===== config.mk =====
export PLATFORM = sky130hd
export DESIGN_NAME = video_vsync_wr_sched
export DESIGN_NICKNAME = d
export VERILOG_FILES = /design/src/rtl/video_sched_pkg.sv /design/src/rtl/vsched_fifo.sv /design/src/rtl/video_vsync_wr_sched.sv
export SDC_FILE = /design/constraint.sdc
export NUM_CORES = 1
export LEC_CHECK = 0
export BUFFER_PORTS_ARGS = -buffer_cell sky130_fd_sc_hd__buf_4
export CAP_MARGIN = 15
export CORE_ASPECT_RATIO = 0.75
export CORE_MARGIN = 4
export CORE_UTILIZATION = 60
export CTS_CLUSTER_DIAMETER = 200
export DETAILED_ROUTE_END_ITERATION = 12
export GPL_ROUTABILITY_DRIVEN = 0
export PLACE_DENSITY = 0.83
export SLEW_MARGIN = 30
export SYNTH_ARGS = -nofsm -noshare
export SYNTH_HDL_FRONTEND = slang
export SYNTH_SLANG_ARGS = --single-unit
export TNS_END_PERCENT = 20

===== constraint.sdc =====
create_clock -name clk_sys -period 6.3 [get_ports clk_sys]
set_input_delay 1.26 -clock clk_sys [delete_from_list [all_inputs] [get_ports clk_sys]]
set_output_delay 1.26 -clock clk_sys [all_outputs]
set_load 0.01 [all_outputs]

===== src/rtl/video_sched_pkg.sv =====
// Shared types and constants for the vsync-deferred video write scheduler.
//   sched_state_t : drain FSM states
//   vwr_entry_t   : one deferred slot write {addr, data} at the default address width
//   FB_SEL_BIT    : address bit that selects the frame buffer
package video_sched_pkg;

  localparam int PKG_ADDR_W = 21;
  localparam int FB_SEL_BIT = PKG_ADDR_W - 1;

  typedef enum logic {
    IDLE  = 1'b0,
    DRAIN = 1'b1
  } sched_state_t;

  typedef struct packed {
    logic [PKG_ADDR_W-1:0] addr;
    logic [31:0]           data;
  } vwr_entry_t;

endpackage


===== src/rtl/vsched_fifo.sv =====
// Synchronous FIFO holding deferred slot writes.
// Ports:
//   clk_sys, reset_sys_n : clock, asynchronous active-low reset (clears pointers/count)
//   push, wr_data        : enqueue request and entry (ignored when full)
//   pop, rd_data         : dequeue request and show-ahead head entry (ignored when empty)
//   count, full, empty   : registered occupancy and flags
module vsched_fifo #(
  parameter int AW = 4,
  parameter int W  = 53
) (
  input  logic          clk_sys,
  input  logic          reset_sys_n,
  input  logic          push,
  input  logic [W-1:0]  wr_data,
  input  logic          pop,
  output logic [W-1:0]  rd_data,
  output logic [AW:0]   count,
  output logic          full,
  output logic          empty
);

  localparam logic [AW:0] DEPTH = (AW+1)'(2**AW);

  logic [W-1:0]  mem [2**AW];
  logic [AW-1:0] wr_ptr, rd_ptr;
  logic          do_push, do_pop;

  assign full    = (count == DEPTH);
  assign empty   = (count == '0);
  assign do_push = push && !full;
  assign do_pop  = pop && !empty;
  assign rd_data = mem[rd_ptr];

  always_ff @(posedge clk_sys or negedge reset_sys_n) begin
    if (!reset_sys_n) begin
      wr_ptr <= '0;
      rd_ptr <= '0;
      count  <= '0;
    end else begin
      if (do_push) wr_ptr <= wr_ptr + AW'(1);
      if (do_pop)  rd_ptr <= rd_ptr + AW'(1);
      case ({do_push, do_pop})
        2'b10:   count <= count + (AW+1)'(1);
        2'b01:   count <= count - (AW+1)'(1);
        default: count <= count;
      endcase
    end
  end

  // Storage carries data only; validity is tracked by the pointers.
  always_ff @(posedge clk_sys) begin
    if (do_push) mem[wr_ptr] <= wr_data;
  end

endmodule


===== src/rtl/video_vsync_wr_sched.sv =====
// Bus-side write scheduler in front of the video address decoder.
// Frame-buffer accesses and slot reads pass straight through; slot writes are
// queued while deferral is enabled (or while older writes are still queued) and
// drained after the next frame start so register updates never tear a frame.
// Ports:
//   clk_sys, reset_sys_n            : clock, asynchronous active-low reset
//   video_cs/wr/addr/wr_data        : CPU bus request
//   defer_en                        : defer slot writes
//   frame_start                     : one-cycle frame pulse, triggers a drain
//   ovf_clr                         : clears the sticky overflow flag
//   out_cs/wr/addr/wr_data          : registered request to the decoder
//   q_count, draining, overflow     : status
module video_vsync_wr_sched
  import video_sched_pkg::*;
#(
  parameter int FIFO_AW = 4,
  parameter int ADDR_W  = 21
) (
  input  logic              clk_sys,
  input  logic              reset_sys_n,
  input  logic              video_cs,
  input  logic              video_wr,
  input  logic [ADDR_W-1:0] video_addr,
  input  logic [31:0]       video_wr_data,
  input  logic              defer_en,
  input  logic              frame_start,
  input  logic              ovf_clr,
  output logic              out_cs,
  output logic              out_wr,
  output logic [ADDR_W-1:0] out_addr,
  output logic [31:0]       out_wr_data,
  output logic [FIFO_AW:0]  q_count,
  output logic              draining,
  output logic              overflow
);

  localparam int ENT_W = ADDR_W + 32;

  sched_state_t       state, state_nxt;
  logic [FIFO_AW:0]   drain_left, drain_left_nxt;
  logic               slot_wr, enq_req, pass_thru, grant;
  logic               fifo_full, fifo_empty;
  logic [ENT_W-1:0]   fifo_rd;

  // Once anything is queued, later slot writes must queue behind it to keep order.
  assign slot_wr   = video_cs && video_wr && !video_addr[ADDR_W-1];
  assign enq_req   = slot_wr && (defer_en || (q_count != '0));
  assign pass_thru = video_cs && !enq_req;
  // CPU pass-through owns the bus; the drain only gets idle cycles.
  assign grant     = (state == DRAIN) && (drain_left != '0) && !pass_thru && !fifo_empty;
  assign draining  = (state == DRAIN);

  vsched_fifo #(
    .AW (FIFO_AW),
    .W  (ENT_W)
  ) u_fifo (
    .clk_sys     (clk_sys),
    .reset_sys_n (reset_sys_n),
    .push        (enq_req),
    .wr_data     ({video_addr, video_wr_data}),
    .pop         (grant),
    .rd_data     (fifo_rd),
    .count       (q_count),
    .full        (fifo_full),
    .empty       (fifo_empty)
  );

  // drain_left snapshots the queue at frame start so writes arriving
  // mid-drain wait for the following frame.
  always_comb begin
    state_nxt      = state;
    drain_left_nxt = drain_left;
    case (state)
      IDLE: begin
        if (frame_start && (q_count != '0)) begin
          state_nxt      = DRAIN;
          drain_left_nxt = q_count;
        end
      end
      DRAIN: begin
        if (drain_left == '0)
          state_nxt = IDLE;
        else if (grant)
          drain_left_nxt = drain_left - (FIFO_AW+1)'(1);
      end
      default: state_nxt = IDLE;
    endcase
  end

  always_ff @(posedge clk_sys or negedge reset_sys_n) begin
    if (!reset_sys_n) begin
      state      <= IDLE;
      drain_left <= '0;
    end else begin
      state      <= state_nxt;
      drain_left <= drain_left_nxt;
    end
  end

  // A drop sets the flag even if a clear arrives in the same cycle.
  always_ff @(posedge clk_sys or negedge reset_sys_n) begin
    if (!reset_sys_n)
      overflow <= 1'b0;
    else if (enq_req && fifo_full)
      overflow <= 1'b1;
    else if (ovf_clr)
      overflow <= 1'b0;
  end

  // Output stage: one registered bus cycle per pass-through or drain grant.
  always_ff @(posedge clk_sys or negedge reset_sys_n) begin
    if (!reset_sys_n) begin
      out_cs      <= 1'b0;
      out_wr      <= 1'b0;
      out_addr    <= '0;
      out_wr_data <= '0;
    end else if (pass_thru) begin
      out_cs      <= 1'b1;
      out_wr      <= video_wr;
      out_addr    <= video_addr;
      out_wr_data <= video_wr_data;
    end else if (grant) begin
      out_cs      <= 1'b1;
      out_wr      <= 1'b1;
      out_addr    <= fifo_rd[ENT_W-1:32];
      out_wr_data <= fifo_rd[31:0];
    end else begin
      out_cs      <= 1'b0;
      out_wr      <= 1'b0;
    end
  end

endmodule

==> run summary, run 1 <==
FINISH
--------------------------------------------------------------------------------------------------------
Ratio of cells with drive above 1 in the final layout .....................................       28.93%
Final Core Density ........................................................................       69.02%
Area growth from synthesis to layout ......................................................       13.63%
Most frequent cells in the layout ......................................................... sky130_fd_sc_hd__edfxtp_1, sky130_fd_sc_hd__mux4_2, sky130_fd_sc_hd__buf_4
Most common cell after layout, fill and taps aside ........................................ sky130_fd_sc_hd__edfxtp_1
Net count reported at finish ..............................................................         1777

CRITICAL PATH
--------------------------------------------------------------------------------------------------------
Worst path arrival time ...................................................................      3.60 ns
CP cell instances ......................................................................... buf_4 -> and3b_1 -> a21boi_2 -> inv_1 -> nor3_1 -> and2_4
Combined buffer and inverter count along the critical path ................................            2
Highest cell delay on the worst timing path ...............................................      0.87 ns
Required time at the endpoint of the critical path ........................................      6.55 ns
Top fanout value on the critical path .....................................................           53
Crit Path Class ........................................................................... input port to flop
Crit path launch type .....................................................................   input port
Critical Path End Type ....................................................................         flop
Gate family responsible for the most delay along the worst path ........................... simple AND/OR/NAND/NOR gates
Worst path slowest cell ................................................................... sky130_fd_sc_hd__and2_4

STA
--------------------------------------------------------------------------------------------------------
Max-slew headroom .........................................................................       34.33%
Highest attainable clock frequency ........................................................    297.9 MHz
Final min period ..........................................................................     3.357 ns
Unrepaired setup endpoints after global routing ...........................................           no
Finish-stage setup viols ..................................................................            0
Final-layout setup total negative slack ...................................................         0 ns
Tightest Pin Transition ...................................................................    0.9851 ns
Final worst-path cycle share ..............................................................       53.29%
Count of endpoints failing hold in the final timing report ................................            0
Clock Skew ................................................................................   0.02936 ns
Final Max Slew Viols ......................................................................            0

SYNTH
--------------------------------------------------------------------------------------------------------
Biggest area consumer among synthesized cells ............................................. sky130_fd_sc_hd__edfxtp_1
Sequential fraction of the synthesis area .................................................       78.37%
Number of synthesis warnings ..............................................................            0
Combinational family with the most area after synthesis ................................... multiplexers
Post-synthesis compound-gate area fraction ................................................       4.957%
Biggest area contributors in the synthesized netlist ...................................... sky130_fd_sc_hd__edfxtp_1, sky130_fd_sc_hd__mux4_2, sky130_fd_sc_hd__dfrtp_1
Fraction of synthesized cell area taken by the top area cell type .........................       72.99%
Most common flop cell mapped by yosys ..................................................... sky130_fd_sc_hd__edfxtp_1
Flip-flop and latch count after synthesis .................................................          923
Post-synthesis mux area share .............................................................       13.74%
Area share of xor/xnor cells in the synthesized design ....................................      0.3013%
Count of different cell masters after synthesis ...........................................           54
Number of nets produced by synthesis ......................................................         1639
Number of enable flip-flop cells after synthesis ..........................................          848
Post-synthesis share of cell area spent on and, or, nand and nor gates ....................      0.9038%
Post-synth design cell area ...............................................................   34890 um^2
Share of synthesized cell area in full adder, half adder and majority cells ...............      0.4519%
Post-Syn Area per Cell ....................................................................   22.26 um^2
FFs w/ async S/R, synth ...................................................................       8.126%
Synthesized netlist cell count ............................................................         1567

CLOCKING
--------------------------------------------------------------------------------------------------------
Post-CTS Hold Fix Bufs ....................................................................            0
Maximum clock path buffer count ...........................................................            3
Postcts setup bufs ........................................................................            0
Clk sinks .................................................................................          923
Post-CTS clock slew at the launch and capture registers of the worst setup and hold paths .      0.07 ns
Skew-Pair Late Insertion Delay ............................................................      0.65 ns
CTS tree ..................................................................................        built
Number of gates resized after cts .........................................................            0
Number of H-tree levels ...................................................................            3
Cell at the root of the clock tree ........................................................ sky130_fd_sc_hd__clkbuf_16
Total CTS buffers .........................................................................           82

ROUTE
--------------------------------------------------------------------------------------------------------
Average via count per standard cell .......................................................        6.883
Wire length per cell after detailed routing ...............................................     31.69 um
Number of violations reported at the end of detailed-routing iteration 0 ..................         2713
Via count .................................................................................        17590
Residual DRC count ........................................................................            0
Number of detailed-route iterations in the first pass .....................................            6
Antenna Violating Nets Remaining ..........................................................            0
Total length of routed wires ..............................................................     80.97 mm

GRT
--------------------------------------------------------------------------------------------------------
Routing usage on met3 .....................................................................       6.974%
First-pass GRT wire length ................................................................     119.2 mm
Overall routing resource usage ............................................................       26.14%
Via count of the first global-routing pass ................................................        18330
Number of antenna violations at the first check in global routing .........................            3
GR Layer Usage met2 .......................................................................       41.20%
Busiest layer in global routing ...........................................................         met2
Total gr overflow .........................................................................            0
GR met1 Demand/Resource ...................................................................       36.50%
Pin count of the biggest net entering global routing ......................................          133

STATUS
--------------------------------------------------------------------------------------------------------
Outcome ................................................................................... finished clean

FLOORPLANNING
--------------------------------------------------------------------------------------------------------
IO Count ..................................................................................          122
Starting utilization of the core area .....................................................       60.74%
Total die area ............................................................................   62110 um^2
Std-Cell Core Area ........................................................................   57440 um^2
Die X .....................................................................................     286.4 um
Height of the die .........................................................................     216.8 um
Number of rows in the core area ...........................................................           76

PLACEMENT
--------------------------------------------------------------------------------------------------------
Number of port buffers ....................................................................          121
Post-detail-place hpwl ....................................................................     37.22 mm

POWER
--------------------------------------------------------------------------------------------------------
Total power density per cell area ......................................................... 432.3 nW/um^2
Leakage power total .......................................................................   0.01271 uW
Highest ir drop seen on vdd ...............................................................  0.0003126 V

HOLD PATH
--------------------------------------------------------------------------------------------------------
Type of the tightest min-delay check ...................................................... flop to flop

FLOW RUN
--------------------------------------------------------------------------------------------------------
Max-cap viol count ........................................................................            0

==> worst reg2reg max path, cell delays in order (launching register included) <==
cell and delay, ns:
sky130_fd_sc_hd__dfrtp_1 0.42, sky130_fd_sc_hd__inv_1 0.10, sky130_fd_sc_hd__ha_1 0.14, sky130_fd_sc_hd__or4b_1 0.55
sky130_fd_sc_hd__o211ai_4 0.18, sky130_fd_sc_hd__a21oi_4 0.06, sky130_fd_sc_hd__ha_1 0.29, sky130_fd_sc_hd__fa_1 0.44
sky130_fd_sc_hd__a21o_1 0.18, sky130_fd_sc_hd__a21oi_1 0.20, sky130_fd_sc_hd__xor2_1 0.19, sky130_fd_sc_hd__nor2_1 0.07
sky130_fd_sc_hd__xor2_1 0.14
==> per-stage QoR <==
step                      instance area (um^2)  cells  power (uW)  setup WS (ns)  hold slack, ns
after detailed placement                 36570   2390       11900          2.379          0.5355
after global placement                   36570   2390       11750          2.519          0.5186
after global routing                     39640   2555       17810          2.900          0.5659
final                                    39640   2555       17140          2.943          0.5461
after CTS                                39380   2542       17140          3.012          0.5483
after floorplan                          34890   1567       10480          2.377          0.4994
==> layer usage <==
metal  wire length [um]  share of wire (%)
met1              29560                 37
met2              40750                 50
met3               8286                 10
met4               2362                2.9
met5                 13              0.016
==> kinds of logic (layout without fill, tap and decap cells) <==
kind of cell	Yosys count	in the layout
AOI/OAI and AO/OA	247	247
xor gates and xnor gates	12	12
adders and majority gates	12	12
buffers and inverters	100	306
DFF	923	923
muxes	216	216
other	0	2
and+or+nand+nor	57	57
==> path summary, 6_finish.rpt <==
kind / startpoint / endpoint / slack, ns / depth (start not counted)
min in group asynchronous: reset_sys_n / out_wr_data[5] / 0.61 / 1
hold reg to reg: overflow / overflow / 0.55 / 2
setup / recovery: video_addr[20] / u_fifo.mem[3][28] / 2.94 / 6
setup reg to reg: drain_left[0] / u_fifo.count[4] / 3.20 / 12
hold / removal: overflow / overflow / 0.55 / 2
max in group asynchronous: reset_sys_n / u_fifo.rd_ptr[1] / 4.44 / 2
==> synthesized netlist by cell type (3+ instances only) <==
| cell | instances |
|---|---|
| sky130_fd_sc_hd__a21oi_1 | 9 |
| sky130_fd_sc_hd__o22a_1 | 3 |
| sky130_fd_sc_hd__inv_1 | 8 |
| sky130_fd_sc_hd__mux2i_1 | 4 |
| sky130_fd_sc_hd__o22ai_1 | 53 |
| sky130_fd_sc_hd__o21ai_0 | 7 |
| sky130_fd_sc_hd__buf_6 | 3 |
| sky130_fd_sc_hd__nand2_1 | 13 |
| sky130_fd_sc_hd__clkbuf_1 | 50 |
| sky130_fd_sc_hd__edfxtp_1 | 848 |
| sky130_fd_sc_hd__buf_2 | 35 |
| sky130_fd_sc_hd__nand3_1 | 5 |
| sky130_fd_sc_hd__a31oi_1 | 52 |
| sky130_fd_sc_hd__a21o_1 | 3 |
| sky130_fd_sc_hd__xor2_1 | 3 |
| sky130_fd_sc_hd__and2_1 | 18 |
| sky130_fd_sc_hd__a22oi_1 | 104 |
| sky130_fd_sc_hd__dfrtp_1 | 75 |
| sky130_fd_sc_hd__ha_1 | 11 |
| sky130_fd_sc_hd__mux4_2 | 210 |
| sky130_fd_sc_hd__nor2_1 | 8 |
| sky130_fd_sc_hd__xnor2_1 | 9 |
==> state kept, by name, indices dropped and copies added, names as in the netlist <==
name / count
u_fifo.mem: 848
out_wr_data: 32
out_addr: 21
drain_left: 5
u_fifo.count: 5
u_fifo.rd_ptr: 4
u_fifo.wr_ptr: 4
draining: 1
out_cs: 1
out_wr: 1
overflow: 1
==> power breakdown <==
| group | leakage [uW] | switching, uW | internal, uW |
|---|---|---|---|
| clock | 0.00138 | 2230 | 3020 |
| combinational | 0.00284 | 2350 | 2070 |
| sequential | 0.00849 | 398 | 7070 |
| total | 0.0127 | 4980 | 12200 |
==> layout make-up <==
class / instances / area (um^2)
Multi-Input combinational cell: 544 / 7171
Inverter: 9 / 33.78
Clock buffer: 108 / 2272
Fill cell: 3318 / 17800
Tap cell: 780 / 975.9
Sequential cell: 923 / 27350
Timing Repair Buffer: 145 / 1294
Antenna cell: 2 / 5.005
Clock inverter: 44 / 539.3
(Power assumes the default switching activity.)
==> run 2: changes to the inputs <==
clock period = 3.1 ns   (was 6.3 ns; I/O delays follow)
==> run 2 against run 1 <==
  * First-iteration DRC count grew 3.1%
  * Non-clock buffer count grew 44
  * Sequential power up 100%
  * Via count is 4.0% higher
  * Final cell count increased by 1.8%
  * Critical endpoint is now u_fifo.count[4]
==> run summary, run 2 (same netlist as run 1, synthesis figures left out) <==
STATUS
--------------------------------------------------------------------------------------------------------
Outcome ................................................................................... finished clean

CRITICAL PATH
--------------------------------------------------------------------------------------------------------
Launch point of the worst reg-to-reg path ................................................. drain_left[1]
Critical path launch point ................................................................ drain_left[1]
Worst path arrival time ...................................................................      3.44 ns   -0.16 ns
Required time at the endpoint of the critical path ........................................      3.60 ns   -2.95 ns
Top fanout value on the critical path .....................................................            5   -91%
Crit Path Class ........................................................................... flop to flop
Critical Path End Type ....................................................................         flop
Crit path launch type .....................................................................         flop

CLOCKING
--------------------------------------------------------------------------------------------------------
Maximum clock path buffer count ...........................................................            3   unchanged
Post-CTS clock slew at the launch and capture registers of the worst setup and hold paths .      0.06 ns   about the same
CTS tree ..................................................................................        built
Post-CTS Hold Fix Bufs ....................................................................            0   unchanged
Skew-Pair Late Insertion Delay ............................................................      0.63 ns   -0.02 ns
Total CTS buffers .........................................................................           85   +3.7%
Cell at the root of the clock tree ........................................................ sky130_fd_sc_hd__clkbuf_16
Number of H-tree levels ...................................................................            3   unchanged
Postcts setup bufs ........................................................................            0   unchanged
Clk sinks .................................................................................          923   unchanged

POWER
--------------------------------------------------------------------------------------------------------
Highest ir drop seen on vdd ...............................................................  0.0006283 V   +100%
Total power density per cell area ......................................................... 881.8 nW/um^2   +100%
Leakage power total .......................................................................   0.01303 uW   +2.5%

FLOORPLANNING
--------------------------------------------------------------------------------------------------------
Number of rows in the core area ...........................................................           76   unchanged
Std-Cell Core Area ........................................................................   57440 um^2   unchanged
Height of the die .........................................................................     216.8 um   unchanged
IO Count ..................................................................................          122   unchanged
Total die area ............................................................................   62110 um^2   unchanged
Die X .....................................................................................     286.4 um   unchanged
Starting utilization of the core area .....................................................       60.74%   unchanged

STA
--------------------------------------------------------------------------------------------------------
Max-slew headroom .........................................................................       31.82%   -2.5 points
Worst Setup Slack, final ..................................................................    0.1583 ns   -2.784 ns
Clock Skew ................................................................................   0.02114 ns   -0.008217 ns
Final Max Slew Viols ......................................................................            0   unchanged
Count of endpoints failing hold in the final timing report ................................            0   unchanged
Finish-stage setup viols ..................................................................            0   unchanged
Final worst-path cycle share ..............................................................       94.89%
Highest attainable clock frequency ........................................................    339.9 MHz
Unrepaired setup endpoints after global routing ...........................................           no
Final min period ..........................................................................     2.942 ns
Tightest Pin Transition ...................................................................     1.023 ns   +0.03758 ns

FINISH
--------------------------------------------------------------------------------------------------------
Final Instance Count excl. Fillers ........................................................         2600   +1.8%
Ratio of cells with drive above 1 in the final layout .....................................       30.90%   +2.0 points
Most common cell after layout, fill and taps aside ........................................ sky130_fd_sc_hd__edfxtp_1
Number of flip-flops under the largest register name ......................................          848   unchanged
Biggest regs .............................................................................. u_fifo.mem x848, out_wr_data x32, out_addr x21
Area growth from synthesis to layout ......................................................       15.65%
Register with the highest flop count ......................................................   u_fifo.mem
Most frequent cells in the layout ......................................................... sky130_fd_sc_hd__edfxtp_1, sky130_fd_sc_hd__mux4_2, sky130_fd_sc_hd__buf_4
Final Cell Area ...........................................................................   40350 um^2   +1.8%
Net count reported at finish ..............................................................         1824   +2.6%

PLACEMENT
--------------------------------------------------------------------------------------------------------
Post-detail-place hpwl ....................................................................     45.46 mm   +22%
Dpl cell area .............................................................................   37500 um^2   +2.5%
Number of port buffers ....................................................................          121   unchanged
Total instance count after detailed placement .............................................         2445   +2.3%
Setup WS pre-CTS ..........................................................................    0.1131 ns   -2.266 ns

FLOW RUN
--------------------------------------------------------------------------------------------------------
Max-cap viol count ........................................................................            0   unchanged

ROUTE
--------------------------------------------------------------------------------------------------------
Antenna Violating Nets Remaining ..........................................................            0   unchanged
Number of violations reported at the end of detailed-routing iteration 0 ..................         2798   +3.1%
Wire length per cell after detailed routing ...............................................     33.70 um   +6.4%
Number of detailed-route iterations in the first pass .....................................            5   -1
Via count .................................................................................        18300   +4.0%
Average via count per standard cell .......................................................        7.037   +2.2%
Total length of routed wires ..............................................................     87.63 mm   +8.2%
Residual DRC count ........................................................................            0   unchanged

GRT
--------------------------------------------------------------------------------------------------------
Via count of the first global-routing pass ................................................        18770   +2.4%
Overall routing resource usage ............................................................       28.87%   +2.7 points
Pin count of the biggest net entering global routing ......................................           87   -35%
Number of antenna violations at the first check in global routing .........................            1   -2
Total gr overflow .........................................................................            0   unchanged
First-pass GRT wire length ................................................................     130.0 mm   +9.0%

HOLD PATH
--------------------------------------------------------------------------------------------------------
Type of the tightest min-delay check ...................................................... input port to async pin

## run 2: cell count changes in the layout (fill, tap and decap cells not counted), sizes merged
cell and delta:
buf +44, clkbuf +15, clkinv -12, clkinvlp +3, bufinv -2, inv -2, diode -1
## run 2: cell type report
cell class / instances / area [um^2]
antenna: 1 / 2.502
clock buffer: 123 / 2442
clock inverter: 31 / 392.9
fill: 3190 / 17090
inverter: 9 / 33.78
multi-input combinational: 544 / 7177
sequential: 923 / 27350
tap: 780 / 975.9
timing repair buffer: 189 / 1973
## run 2: layer usage
layer	wire, um	vias to the layer above	track usage, %
met5	20	-	0
met4	2651	4	8.903
met3	9159	202	6.094
met2	43120	1401	45.91
met1	32670	9601	41.45
li1	-	7087	-
## run 2: worst paths after layout
path | endpoint | slack (ns) | cells past startpoint
min | out_wr_data[2] | 0.04 | 1
min reg2reg | overflow | 0.54 | 2
max in group asynchronous | out_addr[5] | 2.38 | 2
max | u_fifo.count[4] | 0.16 | 12
max reg2reg | u_fifo.count[4] | 0.16 | 12
min in group clk_sys | overflow | 0.19 | 2
## run 2: critical path, stage by stage, from the launching register on
cell	delay [ns]
sky130_fd_sc_hd__dfrtp_1	0.41
sky130_fd_sc_hd__inv_1	0.13
sky130_fd_sc_hd__ha_1	0.17
sky130_fd_sc_hd__or4b_4	0.49
sky130_fd_sc_hd__o211ai_4	0.14
sky130_fd_sc_hd__a21oi_4	0.05
sky130_fd_sc_hd__ha_2	0.24
sky130_fd_sc_hd__fa_1	0.42
sky130_fd_sc_hd__a21o_1	0.19
sky130_fd_sc_hd__a21oi_1	0.18
sky130_fd_sc_hd__xor2_1	0.18
sky130_fd_sc_hd__nor2_1	0.07
sky130_fd_sc_hd__xor2_1	0.14
## run 2: timing repair
| action | 4_1_cts | 5_1_grt |
|---|---|---|
| endpoints found under the setup margin | 0 | 1 |
| gates resized for setup | 0 | 2 |
| endpoints found under the hold margin | 0 | 0 |
## run 2: through the flow
| stage | setup TNS [ns] | power, uW | util, % | hold slack (ns) |
|---|---|---|---|---|
| final | 0 | 35580 | 70.25 | 0.04412 |
| after global routing | 0 | 36860 | 70.24 | 0.06870 |
| after CTS | 0 | 35680 | 70.23 | 0.04120 |
| after detailed placement | 0 | 24850 | 65.30 | 0.5343 |
| after global placement | 0 | 24530 | 65.29 | 0.5026 |
| after floorplan | -48.75 | 21300 | - | 0.3244 |
## run 2: where the power goes
part           switching (uW)  internal, uW  total [uW]
clock                    4460          6230       10700
sequential                734         14400       15100
combinational            5260          4520        9770
total                   10500         25100       35600
==> run 3: changes to the inputs <==
==> constraint.sdc (replaced) <==
create_clock -name clk_sys -period 3.1 [get_ports clk_sys]
set_input_delay 0.465 -clock clk_sys [delete_from_list [all_inputs] [get_ports clk_sys]]
set_output_delay 0.465 -clock clk_sys [all_outputs]
set_load 0.01 [all_outputs]
==> run 3 against run 2 <==
  * Final area barely moved
  * Sequential share of layout area rose by 0.053 points
  * Global-route usage rose by 0.44 points
  * Fmax fell by 0.24%
  * Setup slack got worse by 0.0071 ns
  * First-iteration DRC count rose by 1.8%
  * Sequential cell count did not move
  * Clock power barely moved
  * Critical endpoint unchanged
==> run summary, run 3 (same netlist as run 1, synthesis figures left out) <==
POWER
--------------------------------------------------------------------------------------------------------
Combinational Power Share .................................................................        27.1%   -0.4 points
Leakage power total .......................................................................   0.01304 uW   about the same
Switching Fraction ........................................................................       29.90%   +0.51 points
Total power density per cell area ......................................................... 885.4 nW/um^2   +0.41%
Net Switching .............................................................................     10670 uW   +2.1%
Highest ir drop seen on vdd ...............................................................  0.0005387 V   -14%
Clock group share of total power ..........................................................        30.2%   about the same
Part of the power in registers ............................................................        42.7%   +0.2 points
Int Power .................................................................................     25020 uW   -0.40%

HOLD PATH
--------------------------------------------------------------------------------------------------------
Worst Hold Path EP ........................................................................     overflow
Worst min-delay path startpoint ...........................................................      ovf_clr
Type of the tightest min-delay check ...................................................... input port to flop
WHS Path Cells ............................................................................            2

CRITICAL PATH
--------------------------------------------------------------------------------------------------------
Crit Path Class ........................................................................... flop to flop
Top fanout value on the critical path .....................................................            5   unchanged
R2R cell count ............................................................................           12   unchanged
Endpoint of the most critical register-to-register path ................................... u_fifo.count[4]
Worst reg-to-reg setup slack ..............................................................      0.15 ns   about the same
Launch point of the worst reg-to-reg path ................................................. drain_left[0]
Worst path arrival time ...................................................................      3.45 ns   about the same
Required time at the endpoint of the critical path ........................................      3.60 ns   about the same
Crit path launch type .....................................................................         flop
Critical Path End Type ....................................................................         flop

ROUTE
--------------------------------------------------------------------------------------------------------
Number of detailed-route iterations in the first pass .....................................            5   unchanged
Antenna Violating Nets Remaining ..........................................................            0   unchanged
Residual DRC count ........................................................................            0   unchanged
Wire length per cell after detailed routing ...............................................     34.19 um   +1.5%
Via count .................................................................................        18720   +2.3%
Average via count per standard cell .......................................................        7.178   +2.0%
Total length of routed wires ..............................................................     89.18 mm   +1.8%
Number of violations reported at the end of detailed-routing iteration 0 ..................         2847   +1.8%

GRT
--------------------------------------------------------------------------------------------------------
Via count of the first global-routing pass ................................................        19490   +3.8%
First-pass GRT wire length ................................................................     132.6 mm   +2.0%
Number of antenna violations at the first check in global routing .........................            0   -1
Pin count of the biggest net entering global routing ......................................           68   -22%
Total gr overflow .........................................................................            0   unchanged
Overall routing resource usage ............................................................       29.31%   +0.44 points

CLOCKING
--------------------------------------------------------------------------------------------------------
Number of H-tree levels ...................................................................            3   unchanged
Total CTS buffers .........................................................................           84   -1.2%
Maximum clock path buffer count ...........................................................            3   unchanged
Skew-Pair Late Insertion Delay ............................................................      0.64 ns   about the same
Clk sinks .................................................................................          923   unchanged
CTS tree ..................................................................................        built
Post-CTS clock slew at the launch and capture registers of the worst setup and hold paths .      0.06 ns   about the same
Cell at the root of the clock tree ........................................................ sky130_fd_sc_hd__clkbuf_16

FINISH
--------------------------------------------------------------------------------------------------------
Number of antenna cells inserted ..........................................................            0   -1
Register with the highest flop count ......................................................   u_fifo.mem
Area growth from synthesis to layout ......................................................       15.56%   about the same
Net count reported at finish ..............................................................         1829   +0.27%
Final-layout fill cell count ..............................................................         3134   -1.8%
Number of flip-flops under the largest register name ......................................          848   unchanged
Final Core Density ........................................................................       70.19%   about the same
Biggest regs .............................................................................. u_fifo.mem x848, out_wr_data x32, out_addr x21
Ratio of cells with drive above 1 in the final layout .....................................       31.13%   +0.23 points
Storage cell area .........................................................................   27350 um^2   unchanged
Most frequent cells in the layout ......................................................... sky130_fd_sc_hd__edfxtp_1, sky130_fd_sc_hd__mux4_2, sky130_fd_sc_hd__buf_4
Combined area of the multi-input logic cells ..............................................    7174 um^2   about the same
Most common cell after layout, fill and taps aside ........................................ sky130_fd_sc_hd__edfxtp_1

STA
--------------------------------------------------------------------------------------------------------
Final Max Slew Viols ......................................................................            0   unchanged
WHS .......................................................................................   0.05747 ns   +0.01335 ns
Highest attainable clock frequency ........................................................    339.1 MHz   -0.24%
Max-slew headroom .........................................................................       33.99%   +2.2 points
Clock Skew ................................................................................   0.02858 ns   +0.007437 ns
Worst Setup Slack, final ..................................................................    0.1512 ns   -0.007092 ns
Finish-stage setup viols ..................................................................            0   unchanged
Tightest Pin Transition ...................................................................    0.9902 ns   -0.03244 ns
Final worst-path cycle share ..............................................................       95.12%   +0.23 points
Count of endpoints failing hold in the final timing report ................................            0   unchanged
Unrepaired setup endpoints after global routing ...........................................           no
Final-layout setup total negative slack ...................................................         0 ns   unchanged
Final min period ..........................................................................     2.949 ns   +0.007092 ns

FLOORPLANNING
--------------------------------------------------------------------------------------------------------
Total die area ............................................................................   62110 um^2   unchanged
Die X .....................................................................................     286.4 um   unchanged
IO Count ..................................................................................          122   unchanged
Height of the die .........................................................................     216.8 um   unchanged
Number of rows in the core area ...........................................................           76   unchanged
Starting utilization of the core area .....................................................       60.74%   unchanged
Std-Cell Core Area ........................................................................   57440 um^2   unchanged

STATUS
--------------------------------------------------------------------------------------------------------
Outcome ................................................................................... finished clean

PLACEMENT
--------------------------------------------------------------------------------------------------------
Number of port buffers ....................................................................          121   unchanged
Setup WS pre-CTS ..........................................................................    0.1247 ns   +0.01162 ns
Post-detail-place hpwl ....................................................................     44.91 mm   -1.2%

FLOW RUN
--------------------------------------------------------------------------------------------------------
Max-cap viol count ........................................................................            0   unchanged

==> run 3: cell type report <==
cell class | count | area share, %
clock buffers | 108 | 5.692
clock inverters | 49 | 1.313
inverters | 9 | 0.08380
multi-input cells | 544 | 17.80
flip-flops and latches | 923 | 67.84
well taps | 780 | 2.421
repair buffers | 195 | 4.857
==> run 3: worst max-delay path, stage by stage, from the launching register on <==
cell,delay [ns]
sky130_fd_sc_hd__dfrtp_1,0.42
sky130_fd_sc_hd__inv_1,0.11
sky130_fd_sc_hd__ha_1,0.15
sky130_fd_sc_hd__or4b_4,0.50
sky130_fd_sc_hd__o211ai_4,0.14
sky130_fd_sc_hd__a21oi_4,0.06
sky130_fd_sc_hd__ha_1,0.29
sky130_fd_sc_hd__fa_1,0.42
sky130_fd_sc_hd__a21o_1,0.17
sky130_fd_sc_hd__a21oi_1,0.19
sky130_fd_sc_hd__xor2_1,0.16
sky130_fd_sc_hd__nor2_1,0.06
sky130_fd_sc_hd__xor2_1,0.14
==> run 3: power by group through the flow <==
stage          clock network [uW]  registers (uW)  logic (uW)
2_1_floorplan                   0           15200        6140
3_3_place_gp                    0           15400        9080
3_5_place_dp                    0           15400        9340
4_1_cts                     10800           15200        9630
5_1_grt                     11400           15300       10200
6_report                    10800           15300        9670
==> run 3: per-stage QoR <==
step	cells	cell area, um^2	power [uW]
after floorplan	1567	34890	21300
after global placement	2450	37470	24490
after detailed placement	2450	37470	24790
after CTS	2608	40310	35710
after global routing	2608	40310	36940
final	2608	40310	35690
==> run 3: how the worst max path moves through the flow <==
stage                              from               end  slack (ns)  cells after the start
after floorplan                video_cs  u_fifo.mem[1][0]       -0.03                      6
after global placement    drain_left[0]   u_fifo.count[4]        0.16                     12
after detailed placement  drain_left[0]   u_fifo.count[4]        0.12                     12
after CTS                 drain_left[0]   u_fifo.count[4]        0.10                     12
after global routing      drain_left[0]   u_fifo.count[4]        0.04                     12
final                     drain_left[0]   u_fifo.count[4]        0.15                     12
==> run 3: timing repair <==
action / in CTS / in global routing
buffers inserted: 0 / 0
setup endpoints to repair: 0 / 1
hold buffers: 1 / 0
hold endpoints to repair: 44 / 0
gates resized for setup: 0 / 1
==> run 3: layer usage <==
metal / vias to the layer above / track usage, % / part of all wire, %
met5: - / 0 / 0
met4: 0 / 10.13 / 3.5
met3: 249 / 7.675 / 13
met2: 1716 / 45.80 / 48
met1: 9656 / 41.25 / 36
li1: 7100 / - / -
